**src/rtl/i2d_core_defines.sv**
```systemverilog
// Shared i2d core front-end types: PC select, exception cause, hazard FSM states.
// Register-file and address widths live here so decode, IF and the hazard unit agree.
package i2d_core_defines;

    localparam int unsigned REG_ADDR_W = 4;
    localparam int unsigned ADDR_W     = 32;

    typedef logic [REG_ADDR_W-1:0] reg_addr_t;
    typedef logic [ADDR_W-1:0]     addr_t;

    // PC lives in the register file; a load to it is a jump, never a data hazard.
    localparam reg_addr_t RF_PC           = 4'd15;
    localparam addr_t     EXC_VECTOR_ADDR = 32'h0000_0008;

    typedef enum logic [1:0] {
        PcSeq,
        PcBranch,
        PcVector,
        PcEpc
    } pc_sel_t;

    typedef enum logic [1:0] {
        ExcNone,
        ExcSwi,
        ExcErr,
        ExcIrq
    } exc_cause_t;

    typedef enum logic [2:0] {
        StRun,
        StLoadStall,
        StMemStall,
        StExcFlush,
        StExcVector
    } hzd_state_t;

endpackage

```
**src/rtl/core_hazard_detect.sv**
```systemverilog
// Combinational load-use comparator between the EX-stage load and the decode sources.
module core_hazard_detect
    import i2d_core_defines::*;
(
    input  logic      ex_load,
    input  reg_addr_t ex_regd,
    input  reg_addr_t id_rega_addr,
    input  reg_addr_t id_regb_addr,
    input  logic      id_uses_regb,
    output logic      load_use
);

    assign load_use = ex_load && (ex_regd != RF_PC) &&
                      ((ex_regd == id_rega_addr) ||
                       (id_uses_regb && (ex_regd == id_regb_addr)));

endmodule

```
**src/rtl/core_hazard_ctrl.sv**
```systemverilog
// Front-end sequencing: stage halts/flushes, exception entry/return, next-PC select.
// Define I2D_HAZARD_IRQ_EN to add the external irq input.
module core_hazard_ctrl
    import i2d_core_defines::*;
#(
    parameter int unsigned LOAD_USE_CYCLES  = 1,
    parameter int unsigned EXC_FLUSH_CYCLES = 2
) (
    input  logic       clk,
    input  logic       rst,
    input  reg_addr_t  id_rega_addr,
    input  reg_addr_t  id_regb_addr,
    input  logic       id_uses_regb,
    input  logic       ex_load,
    input  reg_addr_t  ex_regd,
    input  logic       mau_busy,
    input  logic       ex_branch,
    input  logic       swi,
    input  logic       rfe,
    input  logic       id_err,
`ifdef I2D_HAZARD_IRQ_EN
    input  logic       irq,
`endif
    input  addr_t      id_pc,
    output logic       if_halt,
    output logic       id_halt,
    output logic       id_flush,
    output logic       ex_flush,
    output pc_sel_t    pc_sel,
    output addr_t      epc,
    output exc_cause_t exc_cause,
    output logic       in_exc
);

    localparam logic [2:0] LoadStallCnt =
        3'((LOAD_USE_CYCLES > 1) ? (LOAD_USE_CYCLES - 2) : 0);
    localparam logic [2:0] ExcFlushCnt = 3'(EXC_FLUSH_CYCLES - 1);

    hzd_state_t state_q, state_d;
    logic [2:0] cnt_q, cnt_d;
    addr_t      epc_q, epc_d;
    exc_cause_t cause_q, cause_d;
    logic       in_exc_q, in_exc_d;

    logic       if_halt_c, id_halt_c, id_flush_c, ex_flush_c;
    pc_sel_t    pc_sel_c;
    logic       load_use;
    logic       irq_take;
    logic       exc_take;
    exc_cause_t exc_code;

    core_hazard_detect u_detect (
        .ex_load      (ex_load),
        .ex_regd      (ex_regd),
        .id_rega_addr (id_rega_addr),
        .id_regb_addr (id_regb_addr),
        .id_uses_regb (id_uses_regb),
        .load_use     (load_use)
    );

`ifdef I2D_HAZARD_IRQ_EN
    // Interrupts are masked while a handler is running.
    assign irq_take = irq && !in_exc_q;
`else
    assign irq_take = 1'b0;
`endif

    assign exc_take = id_err || swi || irq_take;
    assign exc_code = id_err ? ExcErr : (swi ? ExcSwi : ExcIrq);

    always_comb begin
        state_d    = state_q;
        cnt_d      = cnt_q;
        epc_d      = epc_q;
        cause_d    = cause_q;
        in_exc_d   = in_exc_q;
        if_halt_c  = 1'b0;
        id_halt_c  = 1'b0;
        id_flush_c = 1'b0;
        ex_flush_c = 1'b0;
        pc_sel_c   = PcSeq;

        unique case (state_q)
            StRun: begin
                if (mau_busy) begin
                    if_halt_c = 1'b1;
                    id_halt_c = 1'b1;
                    state_d   = StMemStall;
                end else if (exc_take) begin
                    if_halt_c  = 1'b1;
                    id_flush_c = 1'b1;
                    ex_flush_c = 1'b1;
                    epc_d      = id_pc;
                    cause_d    = exc_code;
                    in_exc_d   = 1'b1;
                    cnt_d      = ExcFlushCnt;
                    state_d    = (ExcFlushCnt != 3'd0) ? StExcFlush : StExcVector;
                end else if (ex_branch) begin
                    pc_sel_c   = PcBranch;
                    id_flush_c = 1'b1;
                end else if (load_use) begin
                    if_halt_c  = 1'b1;
                    id_halt_c  = 1'b1;
                    ex_flush_c = 1'b1;
                    if (LOAD_USE_CYCLES > 1) begin
                        state_d = StLoadStall;
                        cnt_d   = LoadStallCnt;
                    end
                end else if (rfe) begin
                    pc_sel_c   = PcEpc;
                    id_flush_c = 1'b1;
                    in_exc_d   = 1'b0;
                    cause_d    = ExcNone;
                end
            end
            StLoadStall: begin
                if_halt_c  = 1'b1;
                id_halt_c  = 1'b1;
                ex_flush_c = 1'b1;
                if (cnt_q == 3'd0) begin
                    state_d = StRun;
                end else begin
                    cnt_d = cnt_q - 3'd1;
                end
            end
            StMemStall: begin
                if_halt_c = mau_busy;
                id_halt_c = mau_busy;
                if (!mau_busy) begin
                    state_d = StRun;
                end
            end
            StExcFlush: begin
                if_halt_c  = 1'b1;
                id_flush_c = 1'b1;
                // Leave on the last flush cycle so entry-to-vector spans EXC_FLUSH_CYCLES.
                if (cnt_q <= 3'd1) begin
                    cnt_d   = 3'd0;
                    state_d = StExcVector;
                end else begin
                    cnt_d = cnt_q - 3'd1;
                end
            end
            StExcVector: begin
                pc_sel_c   = PcVector;
                id_flush_c = 1'b1;
                state_d    = StRun;
            end
            default: begin
                state_d = StRun;
            end
        endcase
    end

    always_ff @(posedge clk) begin
        if (rst) begin
            state_q  <= StRun;
            cnt_q    <= 3'd0;
            epc_q    <= '0;
            cause_q  <= ExcNone;
            in_exc_q <= 1'b0;
        end else begin
            state_q  <= state_d;
            cnt_q    <= cnt_d;
            epc_q    <= epc_d;
            cause_q  <= cause_d;
            in_exc_q <= in_exc_d;
        end
    end

    // Reset forces every output quiet in the same cycle, not just after the edge.
    assign if_halt   = !rst && if_halt_c;
    assign id_halt   = !rst && id_halt_c;
    assign id_flush  = !rst && id_flush_c;
    assign ex_flush  = !rst && ex_flush_c;
    assign pc_sel    = rst ? PcSeq : pc_sel_c;
    assign epc       = rst ? '0 : epc_q;
    assign exc_cause = rst ? ExcNone : cause_q;
    assign in_exc    = !rst && in_exc_q;

endmodule

```
**config.mk**
```make
export PLATFORM = sky130hd
export DESIGN_NAME = core_hazard_ctrl
export DESIGN_NICKNAME = d
export VERILOG_FILES = /design/src/rtl/i2d_core_defines.sv /design/src/rtl/core_hazard_detect.sv /design/src/rtl/core_hazard_ctrl.sv
export SDC_FILE = /design/constraint.sdc
export NUM_CORES = 1
export LEC_CHECK = 0
export ABC_CLOCK_PERIOD_IN_PS = 3100
export CORE_AREA = 2 2 74 76
export DETAILED_ROUTE_END_ITERATION = 7
export DIE_AREA = 0 0 76 78
export PLACE_DENSITY = 0.77
export SKIP_CTS_REPAIR_TIMING = 1
export SLEW_MARGIN = 0
export SYNTH_ARGS = -nofsm -noshare
export SYNTH_HDL_FRONTEND = slang
export SYNTH_SLANG_ARGS = --single-unit
```
**constraint.sdc**
```tcl
create_clock -name clk -period 3.1 [get_ports clk]
set_clock_uncertainty 0.1 [all_clocks]
set_input_delay 0.93 -clock clk [delete_from_list [all_inputs] [get_ports clk]]
set_output_delay 0.93 -clock clk [all_outputs]
set_load 0.02 [all_outputs]
```
==> impl_metrics.csv <==
group,metric,value,unit
cts,insertion_delay,0.29,ns
yosys,synth_fp_nets,271,
power,total_switching_power,391,uW
yosys,yosys_warnings,0,
yosys,post_synth_cell_types,46,
drt,dr.first_iter.drc_count,137,
worst_setup_path,cpLargestDelayFamily,"simple AND/OR/NAND/NOR gates",
timing,finalCriticalPeriod,3.16,ns
worst_hold_path,hp-start,"cnt_q[0]",
timing,final_min_period_over_clock_period,102,%
global_routing,grt_pass1_wl,9180,um
worst_setup_path,timing.reg2reg.setup_slack,1.22,ns
floorplan,placeableCoreArea,5040,um2
yosys,netlist.top_cell.by_area,"sky130_fd_sc_hd__dfxtp_1",
timing,fmax,0.317,GHz
place,finalWeightedCongestion,0.879,
cts,cts_max_level,2,
power,power.share.clock,28.2,%
drt,detailroute.via_count,2042,
worst_setup_path,cp-end-kind,"primary output",
global_routing,number_of_antenna_violations_at_the_first_check_in_global_routing,0,
power,cell_internal_pwr,1.05,mW
floorplan,std_cell_rows,26,
yosys,synth_async_sr_flop_share,0,%
timing,report.final.hold_viol_count,0,
worst_setup_path,cpMaxStageDelayCell,"sky130_fd_sc_hd__or4_4",
power,power_frac_comb,30.2,%
worst_setup_path,worstPathArrival,2.13,ns
timing,grt_setup_unrepaired,"yes",
cells_and_area,fillers,409,
power,power.leakage,2.04,nW
yosys,most_frequent_cell_after_synthesis,"sky130_fd_sc_hd__dfxtp_1",
outcome,status,"finished with violations",
worst_setup_path,timing.critical_path.fanout_max,5,
timing,max_slew.worst_pin.slew,0.437,ns
yosys,post_synth.cell_area_avg,9.41,um2
cts,cts_tree,"done",
global_routing,grt_max_degree,36,
cells_and_area,final_area,3460,um2
timing,slew_headroom,70.1,%
yosys,netlist_area,2020,um2
worst_setup_path,crit_type,"in -> out",
place,port_buffers,93,
place,half_perimeter_wire_length_after_detailed_placement,3910,um
global_routing,first_global_vias,1960,
power,share_seq_of_total_power,41.6,%
cts,numCtsBuffers,5,
global_routing,global_route_total_overflow,0,
timing,setup_violations,2,
timing,timing_max_transition_violations_final,0,
floorplan,floorplan.die.width,76,um
power,switching_power_share_of_the_total,27.1,%
floorplan,die_height,78,um
worst_setup_path,rr_endpoint,"cnt_q[1]",
floorplan,design.portCount,94,
cells_and_area,syn2layout_area_growth,70.8,%
drt,drc,0,
yosys,synthTopCellsByCount,"41 x sky130_fd_sc_hd__dfxtp_1, 36 x sky130_fd_sc_hd__nor2b_1, 34 x sky130_fd_sc_hd__o22a_1, 11 x sky130_fd_sc_hd__nand3_1, 8 x sky130_fd_sc_hd__xnor2_1",
floorplan,start_util,40.1,%
cts,clock-root-buffer,"sky130_fd_sc_hd__clkbuf_8",
worst_setup_path,ff2ff_path_depth,6,
cts,clk_transition_reported_paths,0.07,ns
power,power.ir.vdd_worst,305,uV
worst_hold_path,worst_hold_path_type,"reg -> reg",
worst_setup_path,r2r_start,"cnt_q[0]",
drt,final_antenna_net_count,0,
place,dpl_cell_area,3190,um2
flow_run,max_cap_violations,0,
yosys,synth_flop_cell,"sky130_fd_sc_hd__dfxtp_1",
drt,post_drt_via_cell_ratio,5.05,
yosys,synth-seq-cells,41,
floorplan,area_of_the_die,5930,um2
cells_and_area,drive_gt1_share,19.8,%
timing,final_total_negative_setup_slack,-0.0942,ns
yosys,netlist.area_leader.share,40.6,%
drt,wl_per_cell,13.9,um
worst_setup_path,critical_path_buf_inv_count,2,
worst_setup_path,path_cells,"buf_8 > or4_4 > nor2_4 > nand2_1 > o211ai_1 > buf_4",
outcome,failing_checks,"setup timing",
cells_and_area,diodes,0,
cts,cts.path.max_buffers,2,
yosys,synth_seq_area_share,40.6,%
worst_hold_path,worstHoldPathCells,2,
yosys,post_synth_edffs,0,
worst_setup_path,type_of_origin_of_the_critical_path,"primary input",
cells_and_area,nNetsFinal,390,
cells_and_area,regArea,821,um2
timing,timing.final.ws_setup,-0.0569,ns
drt,drt-total-wl,5630,um
yosys,ranking_of_synthesized_cells_by_area,"sky130_fd_sc_hd__dfxtp_1 41%, sky130_fd_sc_hd__o22a_1 15%, sky130_fd_sc_hd__nor2b_1 11%, sky130_fd_sc_hd__xnor2_1 3.5%, sky130_fd_sc_hd__nand3_1 2.7%",
cells_and_area,multiInputGateArea,1160,um2
global_routing,grtUsageTotal,18.8,%
worst_setup_path,critPathMaxStageDelay,0.51,ns
worst_setup_path,critPathRequiredTime,2.07,ns
yosys,syn-instance-count,215,
cts,clkSinkCount,41,
power,power_density,417,nW/um2
worst_hold_path,worst_hold_path.endpoint,"cnt_q[0]",
drt,drtPass1Iterations,4,
[power by group through the flow]
stage	Combinational (mW)	Clock (mW)	Sequential [mW]
4_1_cts	0.437	0.422	0.600
3_3_place_gp	0.429	0	0.610
6_report	0.435	0.407	0.600
5_1_grt	0.474	0.438	0.605
3_5_place_dp	0.434	0	0.612
2_1_floorplan	0.234	0	0.607
[registers in the layout, indices dropped and copies added (netlist names)]
signal	count
state_q	3
cause_q	2
epc_q	32
in_exc_q	1
cnt_q	3
[cell families after synthesis]
logic type / Yosys count / synth area share (%)
simple gates: 81 / 24.1
compound gates: 62 / 24.9
flops: 41 / 40.6
buf+inv: 20 / 5.13
xor+xnor: 8 / 3.46
fa+ha+maj: 3 / 1.86
[worst min-delay path, delay by kind of cell (launching register included)]
kind            cells  cell delay, ns
compound gates      1            0.13
simple gates        1            0.05
flops               1            0.36
[worst max-delay path by stage]
stage	cells after the start	end	startpoint
2_1_floorplan	4	id_flush	mau_busy
3_3_place_gp	6	id_flush	mau_busy
4_1_cts	6	id_flush	mau_busy
3_5_place_dp	6	id_flush	mau_busy
5_1_grt	6	id_flush	mau_busy
6_report	6	id_flush	mau_busy
[stage by stage]
| stage | power (mW) | hold WS [ns] | std cells | setup WS (ns) | utilization [%] |
|---|---|---|---|---|---|
| after floorplan | 0.841 | 0.422 | 215 | 0.0607 | - |
| after global routing | 1.52 | 0.525 | 404 | -0.118 | 68.5 |
| after global placement | 1.04 | 0.452 | 394 | -0.817 | 63.3 |
| after detailed placement | 1.05 | 0.466 | 394 | -0.846 | 63.3 |
| final | 1.44 | 0.484 | 404 | -0.0569 | 68.5 |
| after CTS | 1.46 | 0.482 | 401 | -0.854 | 65.4 |
[cells in the final DEF (no fill, tap or decap), drive strengths merged, types with 2 or more instances in the layout]
cell / instances
clkinv: 2
a31oi: 2
o2111ai: 3
dfxtp: 41
nand3: 11
nor3: 3
nor2: 8
xnor2: 8
o22ai: 2
ha: 3
a21oi: 4
nand2: 6
or2: 3
clkdlybuf4s50: 33
o21ai: 3
nand4: 4
clkbuf: 11
nand2b: 2
o22a: 34
a21o: 2
inv: 6
nor2b: 36
dlymetal6s2s: 47
buf: 39
nand3b: 2
[area by class of cell]
type	instances	area share [%]
Timing Repair Buffer	125	36.5
Inverter	7	0.760
Multi-Input combinational cell	154	33.5
Clock buffer	5	1.99
Sequential cell	41	23.8
Clock inverter	2	1.01
Tap cell	70	2.53
[layer usage]
layer	up-vias	track usage (%)	routed length, um
li1	1026	-	-
met1	945	23.4	2510
met2	63	30.9	2610
met3	8	6.98	428
met4	0	4.91	80
met5	-	0	0
Note: power is estimated with default switching activity, not from simulation.
